===== config.mk =====
export PLATFORM = sky130hd
export DESIGN_NAME = hazard_nop_ctrl_flat
export DESIGN_NICKNAME = d
export VERILOG_FILES = /design/src/rtl/hazard_nop_ctrl_if.sv /design/src/rtl/hazard_nop_ctrl.sv /design/src/flat_wrapper.sv
export SDC_FILE = /design/constraint.sdc
export NUM_CORES = 1
export LEC_CHECK = 0
export ABC_AREA = 1
export BUFFER_PORTS_ARGS = -buffer_cell sky130_fd_sc_hd__buf_2
export CORE_AREA = 2 2 91 85
export DETAILED_ROUTE_END_ITERATION = 16
export DIE_AREA = 0 0 93 87
export RECOVER_POWER = 50
export SKIP_CTS_REPAIR_TIMING = 1
export SLEW_MARGIN = 20
export SYNTH_ARGS = -nofsm -noshare
export SYNTH_HDL_FRONTEND = slang
export SYNTH_SLANG_ARGS = --single-unit

===== constraint.sdc =====
create_clock -name clk -period 2.7 [get_ports clk]
set_input_delay 0.405 -clock clk [delete_from_list [all_inputs] [get_ports clk]]
set_output_delay 0.405 -clock clk [all_outputs]
set_load 0.005 [all_outputs]

===== src/rtl/hazard_nop_ctrl_if.sv =====
// Fetch-to-decode bus around the hazard NOP selector: fetched word in, filtered word out.
// Combinational pass-through; stall freezes state only, hold_pc is the refetch request.
interface hazard_nop_ctrl_if #(
  parameter int CNT_W = 16
);
  logic             stall;
  logic [31:0]      inst_in;
  logic             inst_valid;
  logic [31:0]      inst_out;
  logic             nop_sel;
  logic             hold_pc;
  logic [2:0]       bubble_cnt;
  logic [CNT_W-1:0] nop_total;

  modport master (
    output stall, inst_in, inst_valid,
    input  inst_out, nop_sel, hold_pc, bubble_cnt, nop_total
  );

  modport slave (
    input  stall, inst_in, inst_valid,
    output inst_out, nop_sel, hold_pc, bubble_cnt, nop_total
  );
endinterface


===== src/rtl/hazard_nop_ctrl.sv =====
// RV32I fetch-to-decode hazard filter: NOP bubbles for branch shadow, JALR rs1 dependency, load-use.
// Zero-cycle inst_in->inst_out; stall freezes all state, hold_pc requests a refetch of inst_in.
module hazard_nop_ctrl #(
  parameter int          DEPTH      = 2,
  parameter int          BR_BUBBLES = 1,
  parameter int          JALR_DEP   = 1,
  parameter int          LOAD_USE   = 1,
  parameter int          CNT_W      = 16,
  parameter logic [31:0] NOP_INST   = 32'h0000_0013
) (
  input  logic             clk,
  input  logic             rst,
  hazard_nop_ctrl_if.slave bus
);

  localparam logic [6:0] OPC_OP     = 7'b0110011;
  localparam logic [6:0] OPC_OP_IMM = 7'b0010011;
  localparam logic [6:0] OPC_LOAD   = 7'b0000011;
  localparam logic [6:0] OPC_STORE  = 7'b0100011;
  localparam logic [6:0] OPC_BRANCH = 7'b1100011;
  localparam logic [6:0] OPC_LUI    = 7'b0110111;
  localparam logic [6:0] OPC_AUIPC  = 7'b0010111;
  localparam logic [6:0] OPC_JAL    = 7'b1101111;
  localparam logic [6:0] OPC_JALR   = 7'b1100111;

  localparam logic [2:0]       BR_LOAD = 3'(BR_BUBBLES);
  localparam logic [CNT_W-1:0] CNT_MAX = {CNT_W{1'b1}};

  typedef enum logic [2:0] {
    SEL_BRANCH,
    SEL_JALR,
    SEL_LOAD,
    SEL_IDLE,
    SEL_ISSUE
  } sel_e;

  function automatic logic writes_rd(input logic [31:0] i);
    logic [6:0] op;
    op = i[6:0];
    writes_rd = (op inside {OPC_OP, OPC_OP_IMM, OPC_LOAD, OPC_LUI, OPC_AUIPC, OPC_JAL, OPC_JALR})
                && (i[11:7] != 5'd0);
  endfunction

  function automatic logic uses_rs1(input logic [31:0] i);
    uses_rs1 = !(i[6:0] inside {OPC_LUI, OPC_AUIPC, OPC_JAL});
  endfunction

  function automatic logic uses_rs2(input logic [31:0] i);
    uses_rs2 = i[6:0] inside {OPC_OP, OPC_STORE, OPC_BRANCH};
  endfunction

  logic [31:0]      hist [DEPTH];
  logic [2:0]       cnt;
  logic [CNT_W-1:0] nop_total;

  logic        jalr_hit;
  logic        load_hit;
  sel_e        sel;
  logic        nop_sel;
  logic        hold_pc;
  logic        count_evt;
  logic [31:0] inst_out;

  // JALR reads rs1 in decode, so any in-flight writer in the window blocks it.
  always_comb begin
    jalr_hit = 1'b0;
    if ((JALR_DEP != 0) && bus.inst_valid && (bus.inst_in[6:0] == OPC_JALR)) begin
      for (int k = 0; k < DEPTH; k++) begin
        if (writes_rd(hist[k]) && (hist[k][11:7] == bus.inst_in[19:15])) begin
          jalr_hit = 1'b1;
        end
      end
    end
  end

  always_comb begin
    load_hit = 1'b0;
    if ((LOAD_USE != 0) && bus.inst_valid
        && (hist[0][6:0] == OPC_LOAD) && writes_rd(hist[0])) begin
      load_hit = (uses_rs1(bus.inst_in) && (bus.inst_in[19:15] == hist[0][11:7]))
              || (uses_rs2(bus.inst_in) && (bus.inst_in[24:20] == hist[0][11:7]));
    end
  end

  always_comb begin
    sel = SEL_ISSUE;
    if (cnt != 3'd0) begin
      sel = SEL_BRANCH;
    end else if (jalr_hit) begin
      sel = SEL_JALR;
    end else if (load_hit) begin
      sel = SEL_LOAD;
    end else if (!bus.inst_valid) begin
      sel = SEL_IDLE;
    end
  end

  always_comb begin
    nop_sel   = 1'b1;
    hold_pc   = 1'b0;
    count_evt = 1'b0;
    unique case (sel)
      SEL_BRANCH: begin
        // Wrong-path fetch is dropped; the redirect comes from the branch unit.
        count_evt = 1'b1;
      end
      SEL_JALR, SEL_LOAD: begin
        hold_pc   = 1'b1;
        count_evt = 1'b1;
      end
      SEL_IDLE: begin
        nop_sel = 1'b1;
      end
      SEL_ISSUE: begin
        nop_sel = 1'b0;
      end
      default: begin
        nop_sel = 1'b1;
      end
    endcase
    inst_out = nop_sel ? NOP_INST : bus.inst_in;
  end

  always_ff @(posedge clk) begin
    if (rst) begin
      for (int k = 0; k < DEPTH; k++) begin
        hist[k] <= NOP_INST;
      end
      cnt       <= 3'd0;
      nop_total <= '0;
    end else if (!bus.stall) begin
      hist[0] <= inst_out;
      for (int k = 1; k < DEPTH; k++) begin
        hist[k] <= hist[k-1];
      end

      // A branch seen inside the shadow is wrong-path and never reloads the counter.
      if (cnt != 3'd0) begin
        cnt <= cnt - 3'd1;
      end else if (!nop_sel && (bus.inst_in[6:0] == OPC_BRANCH)) begin
        cnt <= BR_LOAD;
      end

      if (count_evt && (nop_total != CNT_MAX)) begin
        nop_total <= nop_total + CNT_W'(1);
      end
    end
  end

  assign bus.inst_out   = inst_out;
  assign bus.nop_sel    = nop_sel;
  assign bus.hold_pc    = hold_pc;
  assign bus.bubble_cnt = cnt;
  assign bus.nop_total  = nop_total;

endmodule


===== src/flat_wrapper.sv =====
// flat-port wrapper written by rule: the top's interface ports become plain ports
module hazard_nop_ctrl_flat 
#(
  parameter int          DEPTH      = 2,
  parameter int          BR_BUBBLES = 1,
  parameter int          JALR_DEP   = 1,
  parameter int          LOAD_USE   = 1,
  parameter int          CNT_W      = 16,
  parameter logic [31:0] NOP_INST   = 32'h0000_0013
)
  (clk, rst, bus_stall, bus_inst_in, bus_inst_valid, bus_inst_out, bus_nop_sel, bus_hold_pc, bus_bubble_cnt, bus_nop_total);
  hazard_nop_ctrl_if #(.CNT_W(CNT_W)) bus_i ();
  input  logic clk;
  input  logic rst;
  input wire logic [$bits(bus_i.stall)-1:0] bus_stall;
  input wire logic [$bits(bus_i.inst_in)-1:0] bus_inst_in;
  input wire logic [$bits(bus_i.inst_valid)-1:0] bus_inst_valid;
  output wire logic [$bits(bus_i.inst_out)-1:0] bus_inst_out;
  output wire logic [$bits(bus_i.nop_sel)-1:0] bus_nop_sel;
  output wire logic [$bits(bus_i.hold_pc)-1:0] bus_hold_pc;
  output wire logic [$bits(bus_i.bubble_cnt)-1:0] bus_bubble_cnt;
  output wire logic [$bits(bus_i.nop_total)-1:0] bus_nop_total;
  assign bus_i.stall = bus_stall;
  assign bus_i.inst_in = bus_inst_in;
  assign bus_i.inst_valid = bus_inst_valid;
  assign bus_inst_out = bus_i.inst_out;
  assign bus_nop_sel = bus_i.nop_sel;
  assign bus_hold_pc = bus_i.hold_pc;
  assign bus_bubble_cnt = bus_i.bubble_cnt;
  assign bus_nop_total = bus_i.nop_total;
  hazard_nop_ctrl #(.DEPTH(DEPTH), .BR_BUBBLES(BR_BUBBLES), .JALR_DEP(JALR_DEP), .LOAD_USE(LOAD_USE), .CNT_W(CNT_W), .NOP_INST(NOP_INST)) u_core (.clk(clk), .rst(rst), .bus(bus_i));
endmodule

# Yosys cells after proc, flatten, opt, wreduce, memory -nomap -nowiden
# Memories as Yosys holds them, arrays and structs flattened.
# Cells that the tools add are included.
# classes
bitwise_logic,3
eq_ne,29
n_mux,21
add_sub_neg,2
n_reduce_logical,26
# op_table
operator,n
two-way mux 32 bit,3
"== test 7 x 6 -> 1 bit, second input constant",7
"== test 7 bit, second input constant",7
"== test 7 x 5 -> 1 bit, second input constant",5
== test 5 bit,4
two-way mux 3 bit,6
"adder 16 x 1 -> 16 bit, second input constant",1
"!= test 16 bit, second input constant",1
"== test 7 x 2 -> 1 bit, second input constant",2
nonzero test 7 bit,2
two-way mux 1 bit,12
logical AND 1 bit,11
nonzero test 5 bit,2
nonzero test 3 bit,3
AND reduction 2 bit,2
"== test 3 x 1 -> 1 bit, second input constant",1
"== test 3 x 2 -> 1 bit, second input constant",1
"== test 3 bit, second input constant",1
logical NOT 3 bit,1
OR reduction 3 bit,1
"subtractor 3 x 1 -> 3 bit, second input constant",1
bitwise OR 1 bit,2
nonzero test 2 bit,1
OR reduction 2 bit,1
other kinds (3),3
# totals
mem_bits_rw,64
output_inout_bits,53
wordCells,84
memories,1
reg_bits,19
# mem_list
name,depth,word_bits,read_ports,rd_clocked_by_memory_dff,write_ports,line_no,rtl
u_core.hist,2,32,2,0,2,hazard_nop_ctrl.sv:52,logic [31:0] hist [DEPTH];

# Logic depth before layout (Yosys ltp)
# Gate-level depths: netlist of run 1.
# depth
depth_word,14
ltp_mapped,14
ltp_nobuf,13

# Worst setup path after synthesis of run 1
# OpenSTA, ideal clock, no wires.
# synth_path
path_type,register to output
start,mem u_core.hist[0][10]
end,out bus_inst_out[4]
path_stages_with_launch,13
path_buffers,1
arrival_ns,1.411
setup_slack_ns,0.884
cell_sequence,edfxtp_1 > inv_1 > nand2_1 > nand2_1 > nand3_1 > nor2_1 > nand2_1 > nand2_2 > nand2_4 > nand3_1 > buf_2 > nor2_1 > inv_1
# synth_rtl
element,line_no,rtl
from (decl),hazard_nop_ctrl.sv:52,
to (decl),flat_wrapper.sv:18,output wire logic [$bits(bus_i.inst_out)-1:0] bus_inst_out;

==> results of run 1 <==
[registers in the layout, summed over array words and instances, names as in the netlist]
| name | cells |
|---|---|
| u_core.bus.bubble_cnt | 3 |
| u_core.bus.nop_total | 16 |
| u_core.hist | 24 |
[critical path, delay by kind of cell, from the launching register on]
family | cells | cell delay [ns]
and+or+nand+nor | 9 | 0.78
buffers and inverters | 3 | 0.49
DFF | 1 | 0.47
[metrics by stage]
step	setup WS, ns	util [%]	std cells
finish	0.231	47.0	564
global route	0.0382	47.0	564
CTS	0.0914	47.1	564
detailed placement	0.369	45.7	556
global placement	0.428	45.7	556
floorplan	0.884	-	380
[synth_stat cells, types with 7 or more instances]
| cell | instances |
|---|---|
| nand2_1 | 81 |
| inv_1 | 57 |
| nor2_1 | 57 |
| nand3_1 | 32 |
| edfxtp_1 | 24 |
| dfxtp_1 | 19 |
| nor3_1 | 13 |
| xor2_1 | 12 |
| a21oi_1 | 11 |
| nand2_2 | 11 |
| a21oi_2 | 10 |
| nand4_1 | 7 |
[worst paths after layout]
path                                     endpoint  slack, ns  cells after the start
min               u_core.hist[0][1]$_SDFFCE_PN1P_       0.41                      3
max reg2reg       u_core.hist[0][5]$_SDFFCE_PN0P_       0.61                     12
max                              bus_inst_out[26]       0.23                     12
min reg2reg  u_core.bus.nop_total[1]$_SDFFE_PP0P_       0.51                      2
[report_power, final]
part / switching, mW / total (mW) / internal [mW]
registers: 0.0145 / 0.725 / 0.710
clock network: 0.234 / 0.444 / 0.210
logic: 0.117 / 0.192 / 0.0746
[cells by family (layout without fill, tap and decap cells)]
logic type | after synthesis | in the layout | share of synthesized area, %
simple gates | 217 | 217 | 35.9
compound gates | 26 | 26 | 6.80
buf+inv | 74 | 162 | 10.9
fa+ha+maj | 3 | 3 | 1.35
flops | 43 | 43 | 39.6
xor+xnor | 17 | 17 | 5.36
[metal layers]
| layer | track usage, % | up-vias | part of all wire (%) |
|---|---|---|---|
| met3 | 3.38 | 11 | 3.0 |
| li1 | - | 1376 | - |
| met1 | 21.7 | 1210 | 44 |
| met4 | 4.55 | 0 | 1.4 |
| met5 | 0 | - | 0 |
| met2 | 31.8 | 37 | 52 |
[area by class of cell]
| cell class | instances | area [um2] | area share, % |
|---|---|---|---|
| multi-input combinational | 263 | 1380 | 40.7 |
| sequential | 43 | 1100 | 32.5 |
| timing repair buffer | 91 | 453 | 13.4 |
| inverter | 63 | 236 | 6.98 |
| tap | 96 | 120 | 3.55 |
| clock buffer | 6 | 82.6 | 2.44 |
| clock inverter | 2 | 15.0 | 0.443 |
==> implementation parameters, run 1 <==
Parameter                              Value

Logic synthesis
  Yosys reg bits ... 43
  Post-Synthesis Mean Instance Area ... 7.31 um2
  Synthesized instance count ... 380
  Unique cell type count in the Yosys netlist ... 33
  Number of enable flip-flop cells after synthesis ... 24
  Sequential element share of the synthesized area ... about two fifths
  Synth Flop Type ... edfxtp_1
  Post-Synthesis Net Count ... 419
  Top post-synthesis cells by area ... edfxtp_1, dfxtp_1, nand2_1, inv_1, nor2_1
  Portion of synthesized cell area occupied by the leading cell type ... between 20 and 30%
  Ys async rst share ... 0%
  Area of the mapped netlist ... approximately 2800 um2
  Library cell with the largest summed area after synthesis ... edfxtp_1
  Synth warnings ... 0

Setup path
  CP Cell Sequence ... inv_1 -> nand2_1 -> nand2_1 -> nand3_1 -> nor2_1 -> nand2_1 -> nand2_1 -> nand2_1 -> nand3_2 -> buf_6 -> nor2_1 -> buf_2
  Reg2reg start ... u_core.hist[0][8]$_SDFFCE_PN0P_
  Required @ worst endpoint ... 2.30 ns
  Slowest library cell on the worst path ... edfxtp_1
  Data arrival, critical path ... roughly 2.1 ns
  Most prevalent standard cell on the critical path ... nand2_1
  Critical path startpoint ... u_core.hist[0][8]$_SDFFCE_PN0P_
  Critical path type ... register to output port
  Type of destination of the critical path ... output port
  Sort of element at the start of the critical path ... register
  Biggest cell delay along the critical path ... 0.47 ns
  Maximum fanout along the worst path ... 28

Placement
  Port Buffers ... 88
  Weighted congestion at the end of routability-driven global placement ... around 0.8
  Cell area after placement ... 3290 um2
  DPL Wire Length ... about 5.3 mm

Floorplan
  Number of top-level pins ... 89
  Height of the die ... between 80 and 90 um
  Floorplan die width ... approximately 93 um
  Area enclosed by the die boundary ... 8090 um2
  Initial standard-cell utilization of the core ... 38.5%
  Core box area ... approximately 7000 um2
  Num rows ... 30

STA
  Final-report max-slew violation count ... 0
  Fin crit period ... between 2 and 2.5 ns
  Final setup vio count ... 0
  Setup tns final ... 0 ns
  Slew at the pin with the worst max-slew slack ... 1.17 ns
  Period utilisation layout ... 91.4%
  Headroom to the max-slew limit ... between 20% and 30%
  Maximum frequency from static timing analysis ... 405 MHz
  Final count of hold timing violations ... 0
  Setup repair after global routing missed its margin ... false
  Worst setup skew after layout ... 0.0121 ns
  Worst Hold Slack ... 0.412 ns

GRT
  Number of antenna violations at the first check in global routing ... 0
  Largest net degree at the start of global routing ... 29
  GRT Total Usage ... 17.7%
  Total congestion overflow after global routing ... 0
  Number of global-route vias before repair ... around 2500
  Wire length of the first global-routing pass ... roughly 11 mm

Final layout
  Most common library cell in the layout ignoring fill and taps ... nand2_1
  Layout Cell Area excl Fill ... 3390 um2
  Commonest non-fill, non-tap cells in the layout ... nand2_1, buf_2, inv_1
  Layout cell share with drive strength beyond 1 ... 27.8%
  Diodes inserted ... 0
  # nets final ... roughly 500
  Syn-to-layout area delta ... 21.9%
  Filler Cell Count ... approximately 760

Detailed routing
  Total Routed Length ... about 7 mm
  Drt first-iter violations ... 127
  Via count of the routed design ... 2634
  Number of nets with antenna violations after detailed routing ... 0
  Via density per instance ... 4.67
  Routed wire length per instance ... 12.2 um
  Number of remaining DRC errors ... 0
  First-pass iteration count of the detailed router ... 4

Job
  Number of max-cap violations ... 0

Clock tree
  Clock Sink Count ... 43
  Master cell of the clock root buffer ... clkbuf_8
  Clock buffer count from CTS ... 5
  Clk_lat worst skew ... 0.30 ns
  Clk buf depth ... 2
  Worst-path clk slew ... 0.08 ns
  Count of H-tree levels built during CTS ... 2
  TritonCTS clock tree ... yes

Run status
  Outcome ... complete, no violations

Power and ir drop
  Power density cells ... 402 nW/um2
  Worst IR Drop VDD ... approximately 0.20 mV
  Total design power ... approximately 1.4 mW
  Standby leakage power ... 1.63 nW

Hold path
  Hold/Removal Path Class ... input pin to register
  Hold path start ... bus_inst_in[1]
Power figures use the tool's default switching activity.
==> run 2, diff against run 1 <==
--- a/config.mk
+++ b/config.mk
@@ -11,6 +11,8 @@
 export DETAILED_ROUTE_END_ITERATION = 16
 export DIE_AREA = 0 0 93 87
 export RECOVER_POWER = 50
+export REMOVE_ABC_BUFFERS = 1
+export SETUP_SLACK_MARGIN = 0.15
 export SKIP_CTS_REPAIR_TIMING = 1
 export SLEW_MARGIN = 20
 export SYNTH_ARGS = -nofsm -noshare
==> run 2 against run 1 <==
Effect of this change:
- clock skew shrank 0.0042 ns
- utilization is 0.45 points higher
- highest routed layer unchanged
- critical path type unchanged
- cell area is 0.96% higher
- via count is 0.76% higher
- worst hold slack worse by 0.0044 ns
- largest power group unchanged
- combinational power is 4% higher
- flip-flop and latch count unchanged
==> implementation parameters, run 2 (synthesized netlist as in run 1, its figures left out) <==
Parameter                              Value

Final layout
  Register with the most flip-flops ... u_core.hist
  Most common library cell in the layout ignoring fill and taps ... nand2_1
  Footprint of the flip-flops and latches ... 1100 um2
  Multi-input gate area ... 1380 um2
  Fin cells ... about 570
  Filler Cell Count ... 772
  Utilization after layout ... 47.4%
  Layout Cell Area excl Fill ... between 3000 and 4000 um2
  Commonest non-fill, non-tap cells in the layout ... nand2_1, buf_2, nor2_1, inv_1, nand3_1
  # nets final ... 508
  Syn-to-layout area delta ... 23.1%
  Number of flip-flops under the largest register name ... 24
  Diodes inserted ... 0
  Layout cell share with drive strength beyond 1 ... 27.9%

Placement
  DPL Wire Length ... between 5 and 6 mm
  Port Buffers ... 88
  Placed instance count ... approximately 560
  Weighted congestion at the end of routability-driven global placement ... 0.792
  Cell area after placement ... 3310 um2

Clock tree
  Worst-path clk slew ... about 0.080 ns
  Clock buffer count from CTS ... 5
  Clock Sink Count ... 43
  Master cell of the clock root buffer ... clkbuf_8
  Count of H-tree levels built during CTS ... 2
  Clk_lat worst skew ... 0.30 ns
  TritonCTS clock tree ... yes
  Clk buf depth ... 2

GRT
  Wire length of the first global-routing pass ... approximately 11 mm
  GRT Total Usage ... 16.8%
  Met1 usage in global routing ... between 20% and 30%
  Total congestion overflow after global routing ... 0
  Largest net degree at the start of global routing ... 40
  Most used routing layer in global routing ... met2
  Number of global-route vias before repair ... 2389
  Global Route met2 Usage ... between 30% and 40%
  Met3 layer usage reported by global route ... 3.29%
  Number of antenna violations at the first check in global routing ... 0

Detailed routing
  Number of remaining DRC errors ... 0
  First-pass iteration count of the detailed router ... 5
  Number of nets with antenna violations after detailed routing ... 0
  Total Routed Length ... 6.79 mm
  Drt first-iter violations ... 109
  Via density per instance ... 4.69
  Via count of the routed design ... 2654
  Routed wire length per instance ... 12.0 um

Setup path
  Maximum fanout along the worst path ... 19
  Reg2reg start ... u_core.hist[0][10]$_SDFFCE_PN0P_
  Setup slack of the most critical reg-to-reg path ... 0.77 ns
  Type of destination of the critical path ... output port
  Sort of element at the start of the critical path ... register
  Critical path destination ... bus_inst_out[11]
  Required @ worst endpoint ... roughly 2.3 ns
  Critical path startpoint ... u_core.hist[0][10]$_SDFFCE_PN0P_
  Worst R2R Path Depth ... 12
  Crit Reg-Reg Endpoint ... u_core.bus.nop_total[1]$_SDFFE_PP0P_
  Data arrival, critical path ... 1.99 ns
  Critical path type ... register to output port

Floorplan
  Area enclosed by the die boundary ... roughly 8100 um2
  Core box area ... 7210 um2
  Height of the die ... 87 um
  Initial standard-cell utilization of the core ... 38.5%
  Num rows ... 30
  Floorplan die width ... around 93 um
  Number of top-level pins ... 89

Power and ir drop
  Part of the power in the clock network ... 31.0%
  Internal Power ... 0.972 mW
  Worst IR Drop VDD ... ~0.18 mV
  Switching share of power ... 27.3%
  Power density cells ... 391 nW/um2
  Combinational group share of total power ... approximately 15%
  Standby leakage power ... 1.64 nW
  Part of the total power dissipated in sequential elements ... between 50 and 60%
  Net Sw Power ... roughly 0.37 mW

STA
  Headroom to the max-slew limit ... 9.73%
  Setup tns final ... 0 ns
  Period utilisation layout ... 88.7%
  Setup repair after global routing missed its margin ... false
  Worst setup skew after layout ... around 0.0079 ns
  Maximum frequency from static timing analysis ... between 400 and 500 MHz
  Fin crit period ... around 2.4 ns
  Final count of hold timing violations ... 0
  Slew at the pin with the worst max-slew slack ... 1.35 ns
  Final-report max-slew violation count ... 0
  Final setup vio count ... 0

Job
  Number of max-cap violations ... 0

Hold path
  Hold/Removal Path Class ... input pin to register

Run status
  Outcome ... complete, no violations
[run 2: cell types whose count changed in the layout (fill, tap and decap cells not counted), sizes merged]
cell      change
clkbuf        +1
clkinvlp      +1
[run 2: power groups by stage]
stage | clock [mW] | sequential, mW | combinational [mW]
floorplan | 0 | 0.735 | 0.103
global placement | 0 | 0.739 | 0.195
detailed placement | 0 | 0.739 | 0.196
CTS | 0.433 | 0.724 | 0.197
global route | 0.460 | 0.727 | 0.223
finish | 0.414 | 0.724 | 0.199
[run 2: worst min-delay path by stage]
stage	startpoint	end	slack (ns)	cells after the start
after floorplan	rst	u_core.bus.nop_total[0]$_SDFFE_PP0P_	0.47	1
after global placement	u_core.bus.nop_total[13]$_SDFFE_PP0P_	u_core.bus.nop_total[13]$_SDFFE_PP0P_	0.48	2
after detailed placement	u_core.bus.nop_total[13]$_SDFFE_PP0P_	u_core.bus.nop_total[13]$_SDFFE_PP0P_	0.49	2
after CTS	bus_inst_in[1]	u_core.hist[0][1]$_SDFFCE_PN1P_	0.40	3
after global routing	bus_inst_in[0]	u_core.hist[0][0]$_SDFFCE_PN1P_	0.43	3
final	bus_inst_in[0]	u_core.hist[0][0]$_SDFFCE_PN1P_	0.41	3
[run 2: critical path: stages, from the launching register on]
cell and delay, ns:
edfxtp_1 0.43, inv_1 0.12, nand2_1 0.06, nand2_1 0.06, nand3_1 0.08, nor2_1 0.16, nand2_1 0.07, nand2_1 0.09
nand2_1 0.11, nand3_4 0.15, clkbuf_16 0.19, nor2_1 0.05, buf_2 0.12
[run 2: routing by layer]
metal / up-vias / share of wire [%]
met5: - / 0
met4: 0 / 1.3
met3: 7 / 4.3
met2: 62 / 51
met1: 1208 / 43
li1: 1377 / -
[run 2: layout make-up]
type                            instances  share of cell area, %
Sequential cell                        43                   32.2
Inverter                               63                   6.92
Clock buffer                            5                   2.01
Tap cell                               96                   3.51
Clock inverter                          3                  0.549
Multi-Input combinational cell        263                   40.5
Timing Repair Buffer                   93                   14.3
[run 2: metrics by stage]
| step | power [mW] | setup WS [ns] | hold slack (ns) |
|---|---|---|---|
| finish | 1.34 | 0.304 | 0.407 |
| global placement | 0.933 | 0.535 | 0.484 |
| detailed placement | 0.935 | 0.511 | 0.490 |
| CTS | 1.35 | 0.233 | 0.405 |
| floorplan | 0.838 | 0.223 | 0.467 |
| global route | 1.41 | 0.0898 | 0.428 |
